==> src/rtl/riva_pkg.sv <==
// Shared types for the VLSU transaction fragmenter.
// Request and txn bundles plus the fragmenter FSM encoding.
package riva_pkg;

  localparam int unsigned FragAddrW    = 64;
  localparam int unsigned FragSegBytesW = 20;
  localparam int unsigned FragNrSegW   = 16;
  localparam int unsigned FragIdW      = 4;
  localparam int unsigned FragPageB    = 4096;
  localparam int unsigned FragMaxTxnB  = 1024;
  localparam int unsigned FragQDepth   = 2;
  localparam int unsigned FragTxnBW    = $clog2(FragMaxTxnB) + 1;

  typedef struct packed {
    logic [FragIdW-1:0]       id;
    logic [FragAddrW-1:0]     addr;
    logic [FragSegBytesW-1:0] seg_bytes;
    logic [FragAddrW-1:0]     stride;
    logic [FragNrSegW-1:0]    nr_seg;
  } frag_req_t;

  typedef struct packed {
    logic [FragIdW-1:0]   id;
    logic [FragAddrW-1:0] addr;
    logic [FragTxnBW-1:0] bytes;
    logic                 first;
    logic                 last_seg;
    logic                 last;
  } frag_txn_t;

  typedef enum logic [1:0] {
    FragIdle  = 2'd0,
    FragLoad  = 2'd1,
    FragStall = 2'd2,
    FragEmit  = 2'd3
  } frag_state_e;

endpackage

==> src/rtl/frag_req_queue.sv <==
// Small request FIFO in front of the fragmenter.
// Push and pop may coincide, including when full.
module frag_req_queue
  import riva_pkg::*;
#(
  parameter int unsigned Depth = 2
) (
  input  logic      clk_i,
  input  logic      rst_ni,
  input  logic      i_push,
  input  frag_req_t i_req,
  input  logic      i_pop,
  output frag_req_t o_req,
  output logic      o_full,
  output logic      o_empty
);

  localparam int unsigned PW = (Depth > 1) ? $clog2(Depth) : 1;
  localparam int unsigned CW = $clog2(Depth + 1);

  frag_req_t        r_mem [Depth];
  logic [PW-1:0]    r_wr;
  logic [PW-1:0]    r_rd;
  logic [CW-1:0]    r_cnt;
  logic             w_push;
  logic             w_pop;

  assign o_full  = (r_cnt == CW'(Depth));
  assign o_empty = (r_cnt == '0);
  assign w_pop   = i_pop && !o_empty;
  assign w_push  = i_push && (!o_full || w_pop);
  assign o_req   = r_mem[r_rd];

  // Storage needs no reset; only occupied slots are ever read.
  always_ff @(posedge clk_i) begin
    if (w_push) r_mem[r_wr] <= i_req;
  end

  // Pointers and occupancy.
  always_ff @(posedge clk_i or negedge rst_ni) begin
    if (!rst_ni) begin
      r_wr  <= '0;
      r_rd  <= '0;
      r_cnt <= '0;
    end else begin
      if (w_push)
        r_wr <= (r_wr == PW'(Depth - 1)) ? '0 : r_wr + 1'b1;
      if (w_pop)
        r_rd <= (r_rd == PW'(Depth - 1)) ? '0 : r_rd + 1'b1;
      if (w_push && !w_pop)
        r_cnt <= r_cnt + 1'b1;
      else if (!w_push && w_pop)
        r_cnt <= r_cnt - 1'b1;
    end
  end

endmodule

==> src/rtl/vlsu_txn_fragmenter.sv <==
// Splits strided VLSU requests into bus txns that never
// cross a MaxTxnBytes-aligned boundary.
module vlsu_txn_fragmenter
  import riva_pkg::*;
#(
  parameter int unsigned AddrWidth   = FragAddrW,
  parameter int unsigned SegBytesW   = FragSegBytesW,
  parameter int unsigned NrSegW      = FragNrSegW,
  parameter int unsigned IdWidth     = FragIdW,
  parameter int unsigned PageBytes   = FragPageB,
  parameter int unsigned MaxTxnBytes = FragMaxTxnB,
  parameter int unsigned ReqQDepth   = FragQDepth
) (
  input  logic                   clk_i,
  input  logic                   rst_ni,
  input  logic                   req_valid_i,
  output logic                   req_ready_o,
  input  logic [IdWidth-1:0]     req_id_i,
  input  logic [AddrWidth-1:0]   req_addr_i,
  input  logic [SegBytesW-1:0]   req_seg_bytes_i,
  input  logic [AddrWidth-1:0]   req_stride_i,
  input  logic [NrSegW-1:0]      req_nr_seg_i,
  input  logic                   stall_i,
  output logic                   txn_valid_o,
  input  logic                   txn_ready_i,
  output logic [IdWidth-1:0]     txn_id_o,
  output logic [AddrWidth-1:0]   txn_addr_o,
  output logic [$clog2(MaxTxnBytes):0] txn_bytes_o,
  output logic                   txn_first_o,
  output logic                   txn_last_seg_o,
  output logic                   txn_last_o,
  output logic                   busy_o
);

  localparam int unsigned LW = $clog2(MaxTxnBytes);
  localparam int unsigned TW = LW + 1;

  if (MaxTxnBytes > PageBytes) begin : g_chk_txn
    $error("MaxTxnBytes must not exceed PageBytes");
  end
  if (AddrWidth != FragAddrW || SegBytesW != FragSegBytesW ||
      NrSegW != FragNrSegW || IdWidth != FragIdW) begin : g_chk_w
    $error("widths must match riva_pkg bundle widths");
  end
  if (ReqQDepth < 1) begin : g_chk_q
    $error("ReqQDepth must be at least 1");
  end

  frag_state_e            r_state;
  frag_state_e            w_state_d;
  logic [IdWidth-1:0]     r_id;
  logic [AddrWidth-1:0]   r_addr;
  logic [AddrWidth-1:0]   r_seg_base;
  logic [AddrWidth-1:0]   r_stride;
  logic [SegBytesW-1:0]   r_seg_bytes;
  logic [SegBytesW-1:0]   r_rmn_bytes;
  logic [NrSegW-1:0]      r_rmn_seg;
  logic                   r_first;

  frag_req_t              w_push_req;
  frag_req_t              w_pop_req;
  logic                   w_push;
  logic                   w_pop;
  logic                   w_pop_ok;
  logic                   w_full;
  logic                   w_empty;
  logic [TW-1:0]          w_bnd;
  logic [TW-1:0]          w_txn_bytes;
  logic                   w_last_seg;
  logic                   w_last;
  logic                   w_hs;
  logic [AddrWidth-1:0]   w_add_a;
  logic [AddrWidth-1:0]   w_add_b;
  logic [AddrWidth-1:0]   w_sum;

  assign w_push_req = '{
    id:        req_id_i,
    addr:      req_addr_i,
    seg_bytes: req_seg_bytes_i,
    stride:    req_stride_i,
    nr_seg:    req_nr_seg_i
  };
  assign req_ready_o = !w_full;
  assign w_push      = req_valid_i && !w_full;

  frag_req_queue #(
    .Depth (ReqQDepth)
  ) u_req_q (
    .clk_i   (clk_i),
    .rst_ni  (rst_ni),
    .i_push  (w_push),
    .i_req   (w_push_req),
    .i_pop   (w_pop),
    .o_req   (w_pop_req),
    .o_full  (w_full),
    .o_empty (w_empty)
  );

  assign w_bnd       = TW'(MaxTxnBytes) - {1'b0, r_addr[LW-1:0]};
  assign w_last_seg  = (r_rmn_bytes <= SegBytesW'(w_bnd));
  assign w_txn_bytes = w_last_seg ? r_rmn_bytes[TW-1:0] : w_bnd;
  assign w_last      = w_last_seg && (r_rmn_seg == '0);
  assign w_hs        = (r_state == FragEmit) && txn_ready_i;

  // One adder serves both the in-segment step and the stride hop.
  assign w_add_a = w_last_seg ? r_seg_base : r_addr;
  assign w_add_b = w_last_seg ? r_stride : AddrWidth'(w_txn_bytes);
  assign w_sum   = w_add_a + w_add_b;

  // Empty requests are popped and silently dropped.
  assign w_pop_ok = (w_pop_req.seg_bytes != '0) &&
                    (w_pop_req.nr_seg != '0);
  assign w_pop    = !w_empty &&
                    ((r_state == FragIdle) || (w_hs && w_last));

  // State register.
  always_ff @(posedge clk_i or negedge rst_ni) begin
    if (!rst_ni) r_state <= FragIdle;
    else         r_state <= w_state_d;
  end

  // Next-state logic; stall is only honoured before EMIT.
  always_comb begin
    w_state_d = r_state;
    unique case (r_state)
      FragIdle:
        if (w_pop && w_pop_ok) w_state_d = FragLoad;
      FragLoad, FragStall:
        w_state_d = stall_i ? FragStall : FragEmit;
      FragEmit:
        if (w_hs && w_last)
          w_state_d = (w_pop && w_pop_ok) ? FragLoad : FragIdle;
      default:
        w_state_d = FragIdle;
    endcase
  end

  // Working registers: load on pop, advance on handshake.
  always_ff @(posedge clk_i or negedge rst_ni) begin
    if (!rst_ni) begin
      r_id        <= '0;
      r_addr      <= '0;
      r_seg_base  <= '0;
      r_stride    <= '0;
      r_seg_bytes <= '0;
      r_rmn_bytes <= '0;
      r_rmn_seg   <= '0;
      r_first     <= 1'b0;
    end else if (w_pop) begin
      r_id        <= w_pop_req.id;
      r_addr      <= w_pop_req.addr;
      r_seg_base  <= w_pop_req.addr;
      r_stride    <= w_pop_req.stride;
      r_seg_bytes <= w_pop_req.seg_bytes;
      r_rmn_bytes <= w_pop_req.seg_bytes;
      r_rmn_seg   <= w_pop_req.nr_seg - 1'b1;
      r_first     <= 1'b1;
    end else if (w_hs) begin
      r_first <= 1'b0;
      if (!w_last_seg) begin
        r_addr      <= w_sum;
        r_rmn_bytes <= r_rmn_bytes - SegBytesW'(w_txn_bytes);
      end else begin
        r_seg_base  <= w_sum;
        r_addr      <= w_sum;
        r_rmn_bytes <= r_seg_bytes;
        r_rmn_seg   <= r_rmn_seg - 1'b1;
      end
    end
  end

  // Txn outputs are driven only in EMIT, from registered state.
  always_comb begin
    txn_valid_o    = 1'b0;
    txn_id_o       = '0;
    txn_addr_o     = '0;
    txn_bytes_o    = '0;
    txn_first_o    = 1'b0;
    txn_last_seg_o = 1'b0;
    txn_last_o     = 1'b0;
    if (r_state == FragEmit) begin
      txn_valid_o    = 1'b1;
      txn_id_o       = r_id;
      txn_addr_o     = r_addr;
      txn_bytes_o    = w_txn_bytes;
      txn_first_o    = r_first;
      txn_last_seg_o = w_last_seg;
      txn_last_o     = w_last;
    end
  end

  assign busy_o = !w_empty || (r_state != FragIdle);

endmodule
==> config.mk <==
export PLATFORM = sky130hd
export DESIGN_NAME = vlsu_txn_fragmenter
export DESIGN_NICKNAME = d
export VERILOG_FILES = /design/src/rtl/riva_pkg.sv /design/src/rtl/frag_req_queue.sv /design/src/rtl/vlsu_txn_fragmenter.sv
export SDC_FILE = /design/constraint.sdc
export NUM_CORES = 1
export LEC_CHECK = 0
export ABC_AREA = 1
export BUFFER_PORTS_ARGS = -buffer_cell sky130_fd_sc_hd__buf_2
export CORE_MARGIN = 2
export CORE_UTILIZATION = 40
export CTS_BUF_LIST = sky130_fd_sc_hd__clkbuf_16
export CTS_CLUSTER_SIZE = 12
export DETAILED_ROUTE_END_ITERATION = 8
export RECOVER_POWER = 25
export SLEW_MARGIN = 10
export SYNTH_ARGS = -nofsm -noshare
export SYNTH_HDL_FRONTEND = slang
export SYNTH_HIERARCHICAL = 1
export SYNTH_SLANG_ARGS = --single-unit
==> constraint.sdc <==
create_clock -name clk_i -period 29.5 [get_ports clk_i]
set_clock_uncertainty 0.15 [all_clocks]
set_input_delay 2.95 -clock clk_i [delete_from_list [all_inputs] [get_ports clk_i]]
set_output_delay 2.95 -clock clk_i [all_outputs]
set_load 0.01 [all_outputs]
; After elaboration in Yosys (flattened, before gate mapping)
; Memory sizes are Yosys's and may differ from the RTL's.
; Cells that the tools add are included.
[word_totals]
register_bits = 259
ramBits = 336
out_inout_bits = 85
mem_count = 1
[memory_table]
columns = memory, depth, width, read_ports, rd_clocked_by_memory_dff, write_ports, line_no
row1 = u_req_q.r_mem, 2, 168, 1, 0, 1, frag_req_queue.sv:21  ; frag_req_t r_mem [Depth];
[classes]
add_sub_neg = 9
n_lt_le_gt_ge = 1
eq_ne = 6
mux = 34
reduce_logical = 30
[ops]
columns = op, count
row1 = 64-bit two-way mux, 8
row2 = 64-bit adder, 1
row3 = 20-bit two-way mux, 3
row4 = 16-bit two-way mux, 3
row5 = "16-bit by 1-bit subtractor with 16-bit output, second input constant", 2
row6 = 11-bit two-way mux, 2
row7 = 20-bit by 11-bit <= comparator with 1-bit output, 1
row8 = 20-bit nonzero test, 1
row9 = 20-bit by 11-bit subtractor with 20-bit output, 1
row10 = 16-bit logical NOT, 1
row11 = 16-bit nonzero test, 1
row12 = 1-bit two-way mux, 12
row13 = 1-bit logical AND, 11
row14 = "11-bit by 10-bit subtractor with 11-bit output, first input constant", 1
row15 = 2-bit two-way mux, 4
row16 = 2-bit nonzero test, 4
row17 = "2-bit == test, second input constant", 3
row18 = 2-bit case mux with 3 select lines, 1
row19 = 1-bit logical NOT, 4
row20 = 2-bit logical NOT, 2
row21 = 4-bit two-way mux, 1
row22 = 2-bit AND reduction, 2
row23 = 1-bit logical OR, 3
row24 = "1-bit adder, second input constant", 2
row25 = other kinds (6), 6

; Longest topological paths before layout
[logic_depth]
ltp_word = 13
depth_mapped = 40

; Modules after synthesis
; Netlist, hierarchy kept.
[modules_own_cells]
columns = module, n_inst, cells_per_inst, area_each_um2
row1 = vlsu_txn_fragmenter, 1, 2763, 18391.4
row2 = frag_req_queue, 1, 911, 12487.0

; Worst setup path after synthesis
; No wires, ideal clock.
[synth_path]
kind = input port to flip-flop
start = in txn_ready_i
end = mem u_req_q/r_mem[1][0] (netlist bit), enable pin
setup_time_ns = 0.698
t_arrival_ns = 11.240
t_required_ns = 28.652
path_slack_ns = 17.412
cell_stages = 12
n_path_buf = 2
path_cell_list = nand2_1 > inv_1 > nand3_2 > nand2_4 > nand2_4 > inv_2 > buf_2 > buf_2 > inv_1 > nand3_1 > nand2_1 > nor2_1
[synth_via]
elab_chain_cells = 9
[synth_rtl]
columns = item, line_no
row1 = from (decl), vlsu_txn_fragmenter.sv:25  ; input logic txn_ready_i,
row2 = 1-bit logical AND, vlsu_txn_fragmenter.sv:103  ; assign w_hs = (r_state == FragEmit) && txn_ready_i;
row3 = 1-bit logical AND, vlsu_txn_fragmenter.sv:114  ; ((r_state == FragIdle) || (w_hs && w_last));
row4 = 1-bit logical OR, vlsu_txn_fragmenter.sv:114
row5 = 1-bit logical AND, vlsu_txn_fragmenter.sv:113  ; assign w_pop = !w_empty &&
row6 = named net w_pop, vlsu_txn_fragmenter.sv:63  ; logic w_pop;
row7 = 1-bit logical AND, frag_req_queue.sv:30  ; assign w_pop = i_pop && !o_empty;
row8 = 1-bit logical OR, frag_req_queue.sv:31  ; assign w_push = i_push && (!o_full || w_pop);
row9 = 1-bit logical AND, frag_req_queue.sv:31
row10 = 1-bit two-way mux, frag_req_queue.sv:36  ; if (w_push) r_mem[r_wr] <= i_req;
row11 = 1-bit two-way mux (implied by the code), frag_req_queue.sv:36
row12 = to (decl), frag_req_queue.sv:21
; The timed path passes the listed nets, and every way through them passes these cells.

; Final worst setup path
[layout_path]
start = reg r_addr[0]
end = out txn_last_o
[layout_via]
elab_chain_cells = 4
[layout_rtl]
columns = item, line_no
row1 = from (decl), vlsu_txn_fragmenter.sv:52  ; logic [AddrWidth-1:0] r_addr;
row2 = from (signal assigned), vlsu_txn_fragmenter.sv:151  ; r_addr <= w_pop_req.addr;
row3 = from (signal assigned), vlsu_txn_fragmenter.sv:161  ; r_addr <= w_sum;
row4 = from (signal assigned), vlsu_txn_fragmenter.sv:165  ; r_addr <= w_sum;
row5 = 11-bit by 10-bit subtractor with 11-bit output, vlsu_txn_fragmenter.sv:99  ; assign w_bnd = TW'(MaxTxnBytes) - {1'b0, r_addr[LW-1:0]};
row6 = 20-bit by 11-bit <= comparator with 1-bit output, vlsu_txn_fragmenter.sv:100  ; assign w_last_seg = (r_rmn_bytes <= SegBytesW'(w_bnd));
row7 = 1-bit logical AND, vlsu_txn_fragmenter.sv:102  ; assign w_last = w_last_seg && (r_rmn_seg == '0);
row8 = 1-bit two-way mux, vlsu_txn_fragmenter.sv:181  ; if (r_state == FragEmit) begin
row9 = to (decl), vlsu_txn_fragmenter.sv:31  ; output logic txn_last_o,
; Every way passes these cells.

==> flow_summary.json <==
{
  "outcome": "completed",
  "hpwl_microns": 61510,
  "seq_area_frac_synth_pct": 53.67,
  "io_pins": 258,
  "grt_pass1_wl_microns": 134700,
  "async_flop_share_pct": 43.53,
  "synth-main-ff-cell": "edfxtp_1",
  "cts_buffers": 68,
  "avgSynthCellArea_sq_um": 8.405,
  "clock_latency_ns": 0.62,
  "cp_max_fo": 74,
  "critical_path_arrival_ns": 4.85,
  "globalRoute.totalOverflow": 0,
  "grt_max_degree": 90,
  "cts_root_buf": "clkbuf_16",
  "synth_area_leaders": "edfxtp_1, dfrtp_1, nand2_1",
  "nFillCells": 7525,
  "cts_tree": "done",
  "startpoint_type": "flop",
  "track_usage_pct": 21.82,
  "slew_headroom_pct": 29.13,
  "final.period_utilization_pct": 26.93,
  "path_class": "reg2out",
  "wl_microns": 86770,
  "yosys.area.top_type": "edfxtp_1",
  "layout_commonest_cell": "nand2_1",
  "antennaDiodeCount": 0,
  "place.gp.congestion": 0.9246,
  "die_width_microns": 281.8,
  "ant_nets": 0,
  "rsz0062_at_grt": "no",
  "synth_nets": 3940,
  "vias": 24686,
  "fmax_mhz": 125.9,
  "first_pass_iters": 6,
  "irDropWorstVdd_mv": 0.05132,
  "hold_buffers": 0,
  "final_cell_mix": "nand2_1, inv_1, edfxtp_1",
  "io_buffer_count": 257,
  "via_per_inst": 4.974,
  "die_height_microns": 281.8,
  "leakagePower_uw": 0.01617,
  "cap_viol_max_count": 0,
  "synth_top_area_share_pct": 32.68,
  "initial_core_util_pct": 40.52,
  "max_stage_delay_ns": 0.65,
  "finalSetupViolCount": 0,
  "cp-end-kind": "primary output",
  "syn_inst": 3674,
  "synth_edf_count": 336,
  "reg2reg_depth": 22,
  "grt_pass1_vias": 23693,
  "wire_per_inst_microns": 17.48,
  "rows": 101,
  "required_ns": 26.40,
  "synth_seq_cells": 595,
  "clk_pin_slew_ns": 0.06,
  "syn_area_sq_mm": 0.03088,
  "post-place-ws_ns": 21.56,
  "cpMaxStageDelayCell": "nor4_1",
  "clockBufferDepth": 3,
  "hold_depth": 2,
  "yosysWarnings": 6,
  "setup_tns_ns": 0,
  "finalWorstSetupSlack_ns": 21.55,
  "drt_iter0_drc": 1994,
  "drive_above_1_share_pct": 7.806,
  "dieArea_sq_mm": 0.07943,
  "drv_slew": 0,
  "htree_num_levels": 3,
  "hold_path_class": "reg2reg",
  "hold_violations": 0,
  "finalCriticalPeriod_ns": 7.945,
  "ys_types": 53,
  "drc": 0,
  "clock-sinks": 595,
  "nNetsFinal": 4144,
  "antenna_found_initial": 0,
  "cpMostUsedCell": "nand3_1",
  "p_per_area_mw_per_mm2": 108.1,
  "ctsResizeCount": 0,
  "syn_to_final_growth_pct": 13.13,
  "cp_cell_sequence": "inv_1, ha_1, nand2_1, nor2_1, nand3_1, nor3_1, nand3_1, ha_1, nand4_1, nor2_1, nand3_1, nand2_4, inv_4, nor4_1, buf_2",
  "worst_slew_pin_slew_ns": 1.052,
  "cts_setup_buffers": 0,
  "coreArea_sq_mm": 0.07620
}
[report_power, final]
group / leakage [uW] / internal, uW / switching [uW] / total, uW
clock network: 0.00114 / 474 / 344 / 818
registers: 0.00628 / 1190 / 137 / 1330
logic: 0.00875 / 495 / 1140 / 1630
total: 0.0162 / 2160 / 1620 / 3780
[registers in the layout (all words and copies together) (netlist names), 2 cells and up]
name	count
u_req_q/r_mem	336
r_stride	64
r_rmn_bytes	20
r_seg_base	64
r_rmn_seg	16
u_req_q/r_cnt	2
r_addr	64
r_state	2
r_id	4
r_seg_bytes	20
[metal layers]
metal	wire (microns)	part of all wire, %	track usage, %	vias up
li1	-	-	-	12350
met1	40840	47	31.64	11614
met2	39670	46	34.50	614
met3	4283	4.9	2.652	108
met4	1982	2.3	5.919	0
met5	0	0	0	-
[synthesized netlist by cell type (7+ instances only)]
| master | instances |
|---|---|
| xor2_1 | 34 |
| clkbuf_1 | 46 |
| o21ai_1 | 25 |
| nor4_1 | 18 |
| inv_1 | 365 |
| buf_4 | 7 |
| nand2_1 | 1347 |
| or2_2 | 14 |
| o21bai_1 | 10 |
| nor2_1 | 278 |
| o21ai_0 | 270 |
| ha_1 | 91 |
| buf_2 | 74 |
| a31oi_1 | 50 |
| dfrtp_1 | 259 |
| buf_6 | 14 |
| o21a_1 | 9 |
| a21oi_1 | 164 |
| o211ai_1 | 15 |
| nor3_1 | 15 |
| nand3b_1 | 14 |
| xnor2_1 | 23 |
| a21o_1 | 11 |
| nand3_1 | 104 |
| nand4_1 | 16 |
| edfxtp_1 | 336 |
[cell type report]
class / count / area [sq um] / share of cell area (%)
Clock buffer: 73 / 1827 / 5.229
Clock inverter: 52 / 340.3 / 0.9742
Inverter: 373 / 1418 / 4.058
Multi-Input combinational cell: 2560 / 12160 / 34.80
Sequential cell: 595 / 16570 / 47.45
Tap cell: 1030 / 1289 / 3.689
Timing Repair Buffer: 280 / 1326 / 3.797
[cells by family (layout without fill, tap and decap cells)]
family	count (synthesis)	after routing	share of synthesized area (%)
simple gates	1833	1833	23.67
flops	595	595	53.67
compound gates	574	574	10.09
buf+inv	519	778	7.042
fa+ha+maj	93	93	3.817
xor+xnor	57	57	1.617
mux	3	3	0.1013
[critical path: cells and delay by family (launching register included)]
| family | cells | cell delay (ns) |
|---|---|---|
| buffers and inverters | 3 | 0.85 |
| adders and majority gates | 2 | 0.51 |
| and+or+nand+nor | 10 | 2.41 |
| DFF | 1 | 0.45 |
[final timing paths]
path                                                   from                             end  slack [ns]
max in group asynchronous                            rst_ni          r_addr[31]$_DFFE_PN0P_       25.60
min in group asynchronous                            rst_ni         r_stride[1]$_DFFE_PN0P_        2.18
worst min-delay path            r_seg_bytes[19]$_DFFE_PN0P_     r_seg_bytes[19]$_DFFE_PN0P_        0.32
worst min register to register  r_seg_bytes[19]$_DFFE_PN0P_     r_seg_bytes[19]$_DFFE_PN0P_        0.32
worst max register to register        r_addr[0]$_DFFE_PN0P_  u_req_q/r_mem[1][32]$_DFFE_PP_       22.27
worst max-delay path                  r_addr[0]$_DFFE_PN0P_                      txn_last_o       21.55
[per-stage QoR]
step	power [uW]	std cells	util [%]	hold slack, ns	cell area [sq um]
floorplan	2519	3674	-	0.2919	30880
global placement	2954	4838	43.19	0.3084	32910
detailed placement	2973	4838	43.19	0.3112	32910
CTS	3806	4963	46.03	0.3266	35070
global route	4081	4963	45.84	0.3389	34930
finish	3777	4963	45.84	0.3242	34930
No activity file was read; power rests on OpenSTA's default activity.
